===== src/rtl/multicycle_control_pkg.sv =====
// mips_ctrl_pkg: shared types and encodings for the multicycle MIPS controller.
//   state_t      - controller FSM states
//   OP_* / FN_*  - opcode and funct field values the controller decodes
//   ALU_*        - alu_control codes driven to the datapath ALU
//   ALUOP_*      - internal class code handed to alu_decoder
//   SRCB_* / PCSRC_* - alu_src_b and pc_src mux encodings
package mips_ctrl_pkg;

  typedef enum logic [3:0] {
    FETCH, DECODE, MEMADR, MEMRD, MEMWB, MEMWR,
    EXECUTE, ALUWB, BRANCH, ADDIEXEC, ADDIWB, JUMP
  } state_t;

  localparam logic [5:0] OP_RTYPE = 6'b000000;
  localparam logic [5:0] OP_LW    = 6'b100011;
  localparam logic [5:0] OP_SW    = 6'b101011;
  localparam logic [5:0] OP_BEQ   = 6'b000100;
  localparam logic [5:0] OP_ADDI  = 6'b001000;
  localparam logic [5:0] OP_J     = 6'b000010;

  localparam logic [5:0] FN_ADD = 6'b100000;
  localparam logic [5:0] FN_SUB = 6'b100010;
  localparam logic [5:0] FN_AND = 6'b100100;
  localparam logic [5:0] FN_OR  = 6'b100101;
  localparam logic [5:0] FN_SLT = 6'b101010;

  localparam logic [2:0] ALU_ADD = 3'b010;
  localparam logic [2:0] ALU_SUB = 3'b110;
  localparam logic [2:0] ALU_AND = 3'b000;
  localparam logic [2:0] ALU_OR  = 3'b001;
  localparam logic [2:0] ALU_SLT = 3'b111;

  localparam logic [1:0] ALUOP_ADD   = 2'b00;
  localparam logic [1:0] ALUOP_SUB   = 2'b01;
  localparam logic [1:0] ALUOP_FUNCT = 2'b10;

  localparam logic [1:0] SRCB_B     = 2'b00;
  localparam logic [1:0] SRCB_FOUR  = 2'b01;
  localparam logic [1:0] SRCB_IMM   = 2'b10;
  localparam logic [1:0] SRCB_IMMSH = 2'b11;

  localparam logic [1:0] PCSRC_ALU    = 2'b00;
  localparam logic [1:0] PCSRC_ALUOUT = 2'b01;
  localparam logic [1:0] PCSRC_JUMP   = 2'b10;

endpackage


===== src/rtl/multicycle_control_if.sv =====
// multicycle_control_if: request/ready handshake to the shared memory port.
//   mem_req   - access request (controller -> memory)
//   mem_write - write strobe, valid with mem_req
//   iord      - address select: 0 = PC, 1 = ALUOut
//   mem_ready - memory completes the current access this cycle
// master: the controller; slave: the memory side.
interface multicycle_control_if;
  logic mem_req;
  logic mem_write;
  logic iord;
  logic mem_ready;

  modport master (output mem_req, output mem_write, output iord, input mem_ready);
  modport slave  (input mem_req, input mem_write, input iord, output mem_ready);
endinterface


===== src/rtl/multicycle_control_alu_decoder.sv =====
// alu_decoder: maps the controller's ALU class (aluop) and the R-type funct
// field to the datapath alu_control code.
//   aluop       in  2  00 = add, 01 = sub, 10 = decode funct
//   funct       in  6  instruction[5:0]
//   alu_control out 3  ALU operation code
module alu_decoder
  import mips_ctrl_pkg::*;
(
  input  logic [1:0] aluop,
  input  logic [5:0] funct,
  output logic [2:0] alu_control
);

  always_comb begin
    alu_control = ALU_ADD;
    case (aluop)
      ALUOP_SUB: alu_control = ALU_SUB;
      ALUOP_FUNCT: begin
        case (funct)
          FN_SUB:  alu_control = ALU_SUB;
          FN_AND:  alu_control = ALU_AND;
          FN_OR:   alu_control = ALU_OR;
          FN_SLT:  alu_control = ALU_SLT;
          default: alu_control = ALU_ADD;
        endcase
      end
      default: alu_control = ALU_ADD;
    endcase
  end

endmodule


===== src/rtl/multicycle_control.sv =====
// multicycle_control: main FSM of the multicycle MIPS core. Sequences the
// shared-memory datapath, stalls on the memory handshake and counts retired
// instructions.
//   clk, reset    - clock (rising edge), async active-high reset
//   opcode, funct - IR fields
//   zero          - ALU zero flag (beq decision)
//   mem           - memory handshake (master side)
//   ir_write .. alu_control - datapath enables and mux selects
//   illegal       - one-cycle pulse in DECODE for an unsupported opcode
//   instr_retired - wrapping retired-instruction count
module multicycle_control
  import mips_ctrl_pkg::*;
#(
  parameter int CNT_W = 32
) (
  input  logic                 clk,
  input  logic                 reset,
  input  logic [5:0]           opcode,
  input  logic [5:0]           funct,
  input  logic                 zero,
  multicycle_control_if.master mem,
  output logic                 ir_write,
  output logic                 pc_en,
  output logic                 reg_write,
  output logic                 regdst,
  output logic                 mem_to_reg,
  output logic                 alu_src_a,
  output logic [1:0]           alu_src_b,
  output logic [1:0]           pc_src,
  output logic [2:0]           alu_control,
  output logic                 illegal,
  output logic [CNT_W-1:0]     instr_retired
);

  state_t     state, state_n;
  logic       req_c, wr_c, irw_c, pcen_c, rw_c, ill_c;
  logic       alu_used;
  logic [1:0] aluop;
  logic [2:0] dec_alu;

  always_ff @(posedge clk or posedge reset) begin
    if (reset) begin
      state         <= FETCH;
      instr_retired <= '0;
    end else begin
      state <= state_n;
      // Retirement is the return to FETCH from any other state.
      if (state_n == FETCH && state != FETCH)
        instr_retired <= instr_retired + {{(CNT_W-1){1'b0}}, 1'b1};
    end
  end

  always_comb begin
    state_n    = state;
    req_c      = 1'b0;
    wr_c       = 1'b0;
    mem.iord   = 1'b0;
    irw_c      = 1'b0;
    pcen_c     = 1'b0;
    rw_c       = 1'b0;
    regdst     = 1'b0;
    mem_to_reg = 1'b0;
    alu_src_a  = 1'b0;
    alu_src_b  = SRCB_B;
    pc_src     = PCSRC_ALU;
    ill_c      = 1'b0;
    alu_used   = 1'b0;
    aluop      = ALUOP_ADD;
    case (state)
      FETCH: begin
        req_c     = 1'b1;
        alu_src_b = SRCB_FOUR;
        alu_used  = 1'b1;
        irw_c     = mem.mem_ready;
        pcen_c    = mem.mem_ready;
        if (mem.mem_ready) state_n = DECODE;
      end
      DECODE: begin
        alu_src_b = SRCB_IMMSH;
        alu_used  = 1'b1;
        case (opcode)
          OP_LW, OP_SW: state_n = MEMADR;
          OP_RTYPE:     state_n = EXECUTE;
          OP_BEQ:       state_n = BRANCH;
          OP_ADDI:      state_n = ADDIEXEC;
          OP_J:         state_n = JUMP;
          default: begin
            state_n = FETCH;
            ill_c   = 1'b1;
          end
        endcase
      end
      MEMADR: begin
        alu_src_a = 1'b1;
        alu_src_b = SRCB_IMM;
        alu_used  = 1'b1;
        state_n   = (opcode == OP_LW) ? MEMRD : MEMWR;
      end
      MEMRD: begin
        req_c    = 1'b1;
        mem.iord = 1'b1;
        if (mem.mem_ready) state_n = MEMWB;
      end
      MEMWB: begin
        rw_c       = 1'b1;
        mem_to_reg = 1'b1;
        state_n    = FETCH;
      end
      MEMWR: begin
        req_c    = 1'b1;
        wr_c     = 1'b1;
        mem.iord = 1'b1;
        if (mem.mem_ready) state_n = FETCH;
      end
      EXECUTE: begin
        alu_src_a = 1'b1;
        alu_used  = 1'b1;
        aluop     = ALUOP_FUNCT;
        state_n   = ALUWB;
      end
      ALUWB: begin
        rw_c    = 1'b1;
        regdst  = 1'b1;
        state_n = FETCH;
      end
      BRANCH: begin
        alu_src_a = 1'b1;
        alu_used  = 1'b1;
        aluop     = ALUOP_SUB;
        pc_src    = PCSRC_ALUOUT;
        pcen_c    = zero;
        state_n   = FETCH;
      end
      ADDIEXEC: begin
        alu_src_a = 1'b1;
        alu_src_b = SRCB_IMM;
        alu_used  = 1'b1;
        state_n   = ADDIWB;
      end
      ADDIWB: begin
        rw_c    = 1'b1;
        state_n = FETCH;
      end
      JUMP: begin
        pc_src  = PCSRC_JUMP;
        pcen_c  = 1'b1;
        state_n = FETCH;
      end
      default: state_n = FETCH;
    endcase
  end

  alu_decoder u_alu_decoder (
    .aluop       (aluop),
    .funct       (funct),
    .alu_control (dec_alu)
  );

  // States that do not drive the ALU present alu_control = 000.
  assign alu_control = alu_used ? dec_alu : 3'b000;

  // Reset sits the FSM in FETCH; these strobes must still stay quiet.
  assign mem.mem_req   = req_c  & ~reset;
  assign mem.mem_write = wr_c   & ~reset;
  assign ir_write      = irw_c  & ~reset;
  assign pc_en         = pcen_c & ~reset;
  assign reg_write     = rw_c   & ~reset;
  assign illegal       = ill_c  & ~reset;

endmodule

===== src/flat_wrapper.sv =====
// flat-port wrapper written by rule: the top's interface ports become plain ports
module multicycle_control_flat import mips_ctrl_pkg::*;
#(
  parameter int CNT_W = 32
)
  (clk, reset, opcode, funct, zero, ir_write, pc_en, reg_write, regdst, mem_to_reg, alu_src_a, alu_src_b, pc_src, alu_control, illegal, instr_retired, mem_mem_req, mem_mem_write, mem_iord, mem_mem_ready);
  multicycle_control_if mem_i ();
  input  logic clk;
  input  logic reset;
  input  logic [5:0] opcode;
  input  logic [5:0] funct;
  input  logic zero;
  output logic ir_write;
  output logic pc_en;
  output logic reg_write;
  output logic regdst;
  output logic mem_to_reg;
  output logic alu_src_a;
  output logic [1:0] alu_src_b;
  output logic [1:0] pc_src;
  output logic [2:0] alu_control;
  output logic illegal;
  output logic [CNT_W-1:0] instr_retired;
  output wire logic [$bits(mem_i.mem_req)-1:0] mem_mem_req;
  output wire logic [$bits(mem_i.mem_write)-1:0] mem_mem_write;
  output wire logic [$bits(mem_i.iord)-1:0] mem_iord;
  input wire logic [$bits(mem_i.mem_ready)-1:0] mem_mem_ready;
  assign mem_mem_req = mem_i.mem_req;
  assign mem_mem_write = mem_i.mem_write;
  assign mem_iord = mem_i.iord;
  assign mem_i.mem_ready = mem_mem_ready;
  multicycle_control #(.CNT_W(CNT_W)) u_core (.clk(clk), .reset(reset), .opcode(opcode), .funct(funct), .zero(zero), .mem(mem_i), .ir_write(ir_write), .pc_en(pc_en), .reg_write(reg_write), .regdst(regdst), .mem_to_reg(mem_to_reg), .alu_src_a(alu_src_a), .alu_src_b(alu_src_b), .pc_src(pc_src), .alu_control(alu_control), .illegal(illegal), .instr_retired(instr_retired));
endmodule

===== config.mk =====
export PLATFORM = sky130hd
export DESIGN_NAME = multicycle_control_flat
export DESIGN_NICKNAME = d
export VERILOG_FILES = /design/src/rtl/multicycle_control_pkg.sv /design/src/rtl/multicycle_control_if.sv /design/src/rtl/multicycle_control_alu_decoder.sv /design/src/rtl/multicycle_control.sv /design/src/flat_wrapper.sv
export SDC_FILE = /design/constraint.sdc
export NUM_CORES = 1
export LEC_CHECK = 0
export CAP_MARGIN = 20
export CORE_MARGIN = 4
export CORE_UTILIZATION = 38
export DETAILED_ROUTE_END_ITERATION = 12
export GPL_ROUTABILITY_DRIVEN = 0
export GPL_TIMING_DRIVEN = 0
export PLACE_DENSITY = 0.66
export RECOVER_POWER = 100
export SLEW_MARGIN = 10
export SYNTH_ARGS = -nofsm -noshare
export SYNTH_HDL_FRONTEND = slang
export SYNTH_SLANG_ARGS = --single-unit

===== constraint.sdc =====
create_clock -name clk -period 3.35 [get_ports clk]
set_input_delay 1.005 -clock clk [delete_from_list [all_inputs] [get_ports clk]]
set_output_delay 1.005 -clock clk [all_outputs]
set_load 0.01 [all_outputs]

Word level (Yosys, flattened, before mapping). Cells that the tools add are included.

Flip-flop bits (word level): 36. Latch bits: 0. RAM bits: 0. Memory bits (read-only): 0. Input port bits: 16. Output and inout bits: 49. Logic and storage cells: 69. Memories: 0.

$add $sub $neg: 1. Multiply operators: 0. Div/mod/pow operators: 0. Magnitude comparators: 0. Equal/unequal tests: 22. Shifts and indexed selects: 0. Muxes and demuxes: 24. Bitwise logic cells: 7. Reduce and logical (&&, ||, !) cells: 13.

Operators with widths (number): equality test 6 bit (second input constant) (6); adder 32 x 1 -> 32 bit (second input constant) (1); case mux 4 bit (7 select lines) (1); case mux 4 bit (5 select lines) (1); equality test 4 x 3 -> 1 bit (second input constant) (4); equality test 4 bit (second input constant) (4); two-way mux 4 bit (3); case mux 3 bit (4 select lines) (1); OR reduction 6 bit (2); two-way mux 1 bit (11); equality test 4 x 2 -> 1 bit (second input constant) (2); zero test 4 bit (2); case mux 2 bit (2 select lines) (2); bitwise AND 1 bit (6); equality test 6 x 2 -> 1 bit (second input constant) (1); equality test 6 x 3 -> 1 bit (second input constant) (1); equality test 6 x 4 -> 1 bit (second input constant) (1); zero test 6 bit (1); two-way mux 3 bit (2); case mux 2 bit (3 select lines) (1); case mux 3 bit (2 select lines) (1); OR reduction 2 bit (3); OR reduction 3 bit (2); equality test 4 x 1 -> 1 bit (second input constant) (1); other kinds (7) (7).

Logic depth before layout (Yosys ltp). Gate-level depths: netlist of run 1.

Depth in word-level cells: 6. Mapped depth: 9. Depth with buffers taken out: 7.

By module. A second synthesis of run 1 with hierarchy kept.

Cell total of the unflattened synthesis: 241. Area, all modules: 2230.9 µm².

Modules (own cells, without submodules): multicycle_control (instances 1, cells an instance 226, area an instance 2112.0 µm², sequential area each 900.9 µm²); alu_decoder (instances 1, cells an instance 15, area an instance 118.9 µm², sequential area each 0.0 µm²).

Worst setup path before layout of run 1. OpenSTA, ideal clock, no wires.

Path kind: input -> output. Start: in reset. End: out ir_write. Arrival: 2.103 ns. Required time: 2.345 ns. Path slack: 0.242 ns. Stages on the path: 2. Path through: inv_1 -> and3_1.

Cells in the longest elaborated chain, start to end: 2.

RTL lines: start, declared (RTL line flat_wrapper.sv:9) `input logic reset;`; NOT 1 bit (RTL line multicycle_control.sv:165) `assign ir_write = irw_c & ~reset;`; bitwise AND 1 bit (RTL line multicycle_control.sv:165); end, declared (RTL line flat_wrapper.sv:13) `output logic ir_write;`.

No other way between the ends.

Final worst setup path of run 1. Same ends and word-level chain as after synthesis.

==> results of run 1 <==
==> repair_timing <==
item | CTS | global route
gates resized for setup | 29 | 19
cloned | 1 | 0
setup endpoints to repair | 6 | 15
setup buffers | 2 | 5
pin swaps | 2 | 4
==> power by group through the flow <==
| stage | clock network, W | logic (W) | registers (W) |
|---|---|---|---|
| 2_1_floorplan | 0 | 0.000220 | 0.000540 |
| 3_3_place_gp | 0 | 0.000402 | 0.000532 |
| 3_5_place_dp | 0 | 0.000407 | 0.000533 |
| 4_1_cts | 0.000387 | 0.000416 | 0.000529 |
| 5_1_grt | 0.000406 | 0.000447 | 0.000540 |
| 6_report | 0.000376 | 0.000405 | 0.000533 |
==> worst max-delay path: stages <==
cell	delay, ns
clkbuf_1	0.34
bufinv_16	0.26
and3_1	0.17
clkdlybuf4s50_1	0.47
==> flip-flops by register name, summed over array words and instances (netlist names) <==
signal / flops
u_core.instr_retired: 32
u_core.state: 4
==> stage by stage <==
step	cell area, um^2	total power (W)
final	3187	0.001314
after global routing	3187	0.001393
after CTS	3118	0.001333
after detailed placement	2942	0.0009395
after global placement	2942	0.0009340
after floorplan	2231	0.0007601
==> final timing paths <==
kind	startpoint	endpoint	slack [ns]	cells after the start
worst min register to register	u_core.instr_retired[9]$_DFFE_PP0P_	u_core.instr_retired[9]$_DFFE_PP0P_	0.49	1
worst min-delay path	u_core.instr_retired[9]$_DFFE_PP0P_	u_core.instr_retired[9]$_DFFE_PP0P_	0.49	1
worst max-delay path	reset	ir_write	0.1	4
worst max register to register	u_core.state[2]$_DFF_PP0_	u_core.instr_retired[28]$_DFFE_PP0P_	0.99	7
max in group asynchronous	reset	u_core.state[0]$_DFF_PP0_	1.89	2
min in group asynchronous	reset	u_core.state[2]$_DFF_PP0_	0.89	2
==> cell type report <==
| class | instances | share of cell area |
|---|---|---|
| Inverter | 5 | 0.01413 |
| Timing Repair Buffer | 69 | 0.2097 |
| Sequential cell | 36 | 0.2839 |
| Multi-Input combinational cell | 169 | 0.4075 |
| Buffer | 7 | 0.02002 |
| Clock inverter | 3 | 0.01335 |
| Timing Repair inverter | 1 | 0.001570 |
| Tap cell | 72 | 0.02827 |
| Clock buffer | 5 | 0.02159 |
==> cell families after synthesis <==
group                      after synthesis  share of synthesized area
and+or+nand+nor                        102                     0.2939
adders and majority gates                4                    0.02131
muxes                                    3                    0.01570
DFF                                     36                     0.4038
xor gates and xnor gates                34                     0.1335
buffers and inverters                   14                    0.03365
AOI/OAI and AO/OA                       26                    0.09816
==> layout by cell type (no fill, tap or decap), types with 4 or more instances in the layout <==
| master | netlist | routed |
|---|---|---|
| clkdlybuf4s50_1 | 0 | 16 |
| nor2_1 | 9 | 9 |
| nor4_1 | 4 | 4 |
| dfrtp_1 | 36 | 33 |
| o21ai_0 | 4 | 4 |
| clkbuf_8 | 0 | 6 |
| nand2_1 | 10 | 9 |
| xor2_1 | 6 | 6 |
| nor2b_1 | 5 | 5 |
| nand2_2 | 4 | 5 |
| dlygate4sd3_1 | 0 | 33 |
| xnor2_1 | 28 | 28 |
| dlymetal6s2s_1 | 0 | 5 |
| and2_1 | 4 | 4 |
| a21oi_1 | 4 | 4 |
| buf_4 | 1 | 7 |
| nor3_1 | 10 | 10 |
| and3_1 | 7 | 7 |
| nand4_1 | 8 | 8 |
| nand3_2 | 5 | 6 |
| and4_1 | 4 | 4 |
| nand3_1 | 12 | 11 |
==> layer usage <==
metal | GRT usage | up-vias | routed length (um)
li1 | - | 941 | -
met3 | 0.03729 | 8 | 244
met5 | 0 | - | 0
met1 | 0.2011 | 939 | 2452
met2 | 0.2491 | 55 | 2591
met4 | 0.04460 | 0 | 68
==> flow_metrics.tcl, run 1 <==
set metrics [dict create \
    status "complete, no violations" \
    dp.cells 353 \
    grt_usage 0.1528 \
    multi_input_area_um2 1299 \
    n_fill_cell 535 \
    wl_per_cell_um 14.60 \
    synthesis.area_um2 2231 \
    io_pins 65 \
    fin_skew_ns 0.004832 \
    root_buffer "clkbuf_8" \
    wl_mm 5.357 \
    grt_pass1_wl_mm 9.197 \
    die_h_um 84.62 \
    grt_pass1_vias 1890 \
    cts_tree "built" \
    postSynthCellCount 219 \
    ys_ff_latch 36 \
    synthDistinctLibCells 53 \
    hp-class "flip-flop to flip-flop" \
    drc 0 \
    drive_gt1_frac 0.2034 \
    fin_util 0.5683 \
    synth_common_cells "36 x dfrtp_1, 28 x xnor2_1, 12 x nand3_1" \
    avgSynthCellArea_um2 10.19 \
    syn2layout_area_growth_pct 42.85 \
    yosysTopAreaCell "dfrtp_1" \
    vias 1943 \
    num_rows 27 \
    p_sw_w 0.0004092 \
    max-vdd-ir-drop_uv 378.5 \
    syn_nets 238 \
    rsz0062_at_grt "false" \
    fin_cells 367 \
    fin_crit_ns 3.252 \
    start_kind "primary input" \
    clk_pin_slew_ns 0.07 \
    drtIter0Drc 39 \
    cts_made_buffers 5 \
    synthTopCellsByArea "dfrtp_1 40%, xnor2_1 11%, nand3_1 2.7%" \
    critPathKind "primary input to output port" \
    worstPathRequired_ns 2.34 \
    drtPass1Iterations 4 \
    worst_pin_slew_ns 0.9494 \
    seqCellArea_um2 904.6 \
    slew_violations 0 \
    comb_power_share 0.308 \
    swShare 0.3114 \
    clockBufferDepth 2 \
    gr-total-overflow 0 \
    crit_path_end_kind "output port" \
    antenna_found_initial 0 \
    grt_max_degree 20 \
    finalSetupViolCount 0 \
    ant_nets 0 \
    fin_nets 313 \
    synth_top_area_share 0.4038 \
    synthFlopType "dfrtp_1" \
    path_max_fanout 19 \
    pre_cts_ws_ns -0.6529 \
    pwr-share-seq 0.405 \
    die-area_um2 7161 \
    drt-vias-per-instance 5.294 \
    tns_ns 0 \
    maxCapViolations 0 \
    yosysSeqAreaShare 0.4038 \
    die-width_um 84.62 \
    clkSinkCount 36 \
    portBuffers 62 \
    fmax_mhz 307.5 \
    setup_ws_ns 0.09806 \
    synth.most_common_cell "dfrtp_1" \
    cp.arrival_ns 2.25 \
    pwr-share-clk 0.286 \
    relSlewSlack 0.3659 \
    cts_hold_buf 0 \
    cts_max_level 2 \
    holdWs_ns 0.4888 \
    finalHoldViolations 0 \
    async_flop_share 1.000 \
    synth_warnings 0 \
    fin_crit_sh 0.9707 \
    synth-edff-count 0 \
    initial_core_util 0.3978 \
    antenna_cells 0 \
    leakagePower_nw 1.392 \
    intPower_w 0.0009049 \
    hpwl_mm 3.830 \
    power_density_nw_per_um2 412.4 \
    clk_latency_ns 0.28 \
    core-area_um2 5608 \
]
(Power assumes the default switching activity.)
==> run 2, diff against run 1 <==
Settings changed: CORE_ASPECT_RATIO from default to 1.4.
==> run 2 against run 1 <==
Core utilization is 2.0 points lower. Design area decreased by 3.5%. Worst hold slack got worse by 0.016 ns. Clock power shrank 17%. First-iteration DRC count is 67% higher. Combinational power decreased by 3%. Clock skew is 0.00053 ns lower. Final cell count shrank 1.4%. Clock-buffer cell count increased by 3. Global-route usage grew 0.88 points. Critical path type unchanged. Critical endpoint is now illegal. Highest routed layer unchanged.
==> flow_metrics.tcl, run 2 (synthesis gave the netlist of run 1 again) <==
set metrics [dict create \
    status "complete, no violations" \
    route.met3.wl_um 271 \
    start_kind "primary input" \
    maxCapViolations 0 \
    critPathCapture "illegal" \
    grt_pass1_wl_mm 9.266 \
    drtIter0Drc 65 \
    num_rows 32 \
    hp-class "flip-flop to flip-flop" \
    drt-vias-per-instance 5.309 \
    regMostFlops "u_core.instr_retired" \
    drt-met1-wl_mm 2.425 \
    dpl-instance-area_um2 2937 \
    max_stage_delay_ns 0.36 \
    finalSetupViolCount 0 \
    holdWs_ns 0.4725 \
    max-vdd-ir-drop_uv 375.1 \
    p_sw_w 0.0003876 \
    wl_per_cell_um 15.27 \
    comb_power_share 0.319 \
    finalHoldViolations 0 \
    io_pins 65 \
    die_h_um 98.66 \
    highest-signal-layer "met4" \
    power_density_nw_per_um2 399.1 \
    worst_pin_slew_ns 0.8058 \
    ant_nets 0 \
    final_cell_area_um2 3074 \
    drc 0 \
    reg2reg_slack_ns 0.78 \
    grt_pass1_vias 1960 \
    largest_reg_flops 32 \
    reg.largest.list "u_core.instr_retired: 32 flops, u_core.state: 4 flops" \
    fin_cells 362 \
    fin_skew_ns 0.004307 \
    r2r-start "u_core.state[3]$_DFF_PP0_" \
    path_max_fanout 6 \
    fin_nets 312 \
    pwr-share-seq 0.426 \
    clockBufferDepth 2 \
    vias 1922 \
    intPower_w 0.0008393 \
    slew_violations 0 \
    syn2layout_area_growth_pct 37.80 \
    cp_cell_sequence "clkdlybuf4s15_2, maj3_1, o32a_1, nor2_1, nor4_1, clkdlybuf4s15_2" \
    cts_made_buffers 5 \
    antenna_cells 0 \
    portBuffers 62 \
    final_cell_mix "40 x dlygate4sd3_1, 34 x dfrtp_1, 28 x xnor2_1" \
    die-width_um 72.76 \
    grt_usage 0.1616 \
    wl_mm 5.527 \
    worstPathRequired_ns 2.34 \
    crit_path_end_kind "output port" \
    routed-wl-met2_mm 2.737 \
    leakagePower_nw 1.360 \
    power.total_w 0.001227 \
    rsz0062_at_grt "true" \
    swShare 0.3159 \
    crit_start "opcode[1]" \
    fmax_mhz 303.1 \
    r2r_cells 8 \
    antenna_found_initial 0 \
    dp.cells 349 \
    fin_crit_ns 3.300 \
    hpwl_mm 3.985 \
    grt_max_degree 20 \
    cts_hold_buf 0 \
    drive_gt1_frac 0.1429 \
    cts_tree "built" \
    cts_max_level 2 \
    core-area_um2 5605 \
    clkSinkCount 36 \
    fin_crit_sh 0.9849 \
    pwr-share-clk 0.255 \
    critPathKind "primary input to output port" \
    gr-total-overflow 0 \
    initial_core_util 0.3980 \
    fin_util 0.5484 \
    clk_pin_slew_ns 0.07 \
    cp.arrival_ns 2.29 \
    drtPass1Iterations 4 \
    mostFrequentLayoutCell "dlygate4sd3_1" \
    critPathMostFrequentCell "clkdlybuf4s15_2" \
    critPathSlowestCell "maj3_1" \
    clk_latency_ns 0.28 \
    relSlewSlack 0.4599 \
    root_buffer "clkbuf_8" \
    timing.rr.end "u_core.instr_retired[13]$_DFFE_PP0P_" \
    die-area_um2 7178 \
]
run 2: stage by stage:
step | worst slack [ns] | TNS (ns)
finish | 0.05042 | 0
global route | -0.04490 | -0.1141
CTS | -0.03292 | -0.03292
detailed placement | -0.6500 | -5.732
global placement | -1.140 | -5.426
floorplan | 0.2420 | 0
run 2: power groups by stage:
stage | Combinational (W) | Clock (W) | Sequential (W)
after floorplan | 0.000220 | 0 | 0.000540
after global placement | 0.000404 | 0 | 0.000532
after detailed placement | 0.000408 | 0 | 0.000532
after CTS | 0.000417 | 0.000325 | 0.000526
after global routing | 0.000432 | 0.000337 | 0.000532
final | 0.000391 | 0.000313 | 0.000523
run 2: how the worst min path moves through the flow:
stage | endpoint | cells past startpoint | start
floorplan | u_core.instr_retired[31]$_DFFE_PP0P_ | 1 | u_core.instr_retired[31]$_DFFE_PP0P_
CTS | u_core.instr_retired[31]$_DFFE_PP0P_ | 1 | u_core.instr_retired[31]$_DFFE_PP0P_
detailed placement | u_core.instr_retired[31]$_DFFE_PP0P_ | 1 | u_core.instr_retired[31]$_DFFE_PP0P_
global placement | u_core.instr_retired[31]$_DFFE_PP0P_ | 1 | u_core.instr_retired[31]$_DFFE_PP0P_
global route | u_core.instr_retired[31]$_DFFE_PP0P_ | 1 | u_core.instr_retired[31]$_DFFE_PP0P_
finish | u_core.instr_retired[31]$_DFFE_PP0P_ | 1 | u_core.instr_retired[31]$_DFFE_PP0P_
run 2: repair_timing:
action                                  CTS  global route
endpoints found under the setup margin    6            10
resized for setup                        30            13
setup buffers                             0             5
gates cloned                              1             0
pin swaps                                 1             1
run 2: final cells by class:
| type | instances | area [um^2] |
|---|---|---|
| multi-input combinational | 169 | 1224 |
| timing repair buffer | 67 | 653.1 |
| timing repair inverter | 1 | 5.005 |
| inverter | 5 | 47.55 |
| clock buffer | 8 | 90.09 |
| tap | 68 | 85.08 |
| fill | 527 | 2531 |
| sequential | 36 | 903.4 |
| buffer | 8 | 66.31 |
run 2: worst max-delay path: cells and delay by family:
family / cells / cell delay, ns
buffers and inverters: 2 / 0.49
AND/OR/NAND/NOR: 2 / 0.16
AO/OA/AOI/OAI: 1 / 0.28
adder cells (fa/ha/maj): 1 / 0.36
run 2: routing by layer:
layer,vias to the layer above,GRT usage
li1,941,-
met1,920,0.2018
met2,53,0.2761
met3,8,0.03367
met4,0,0.04830
met5,-,0
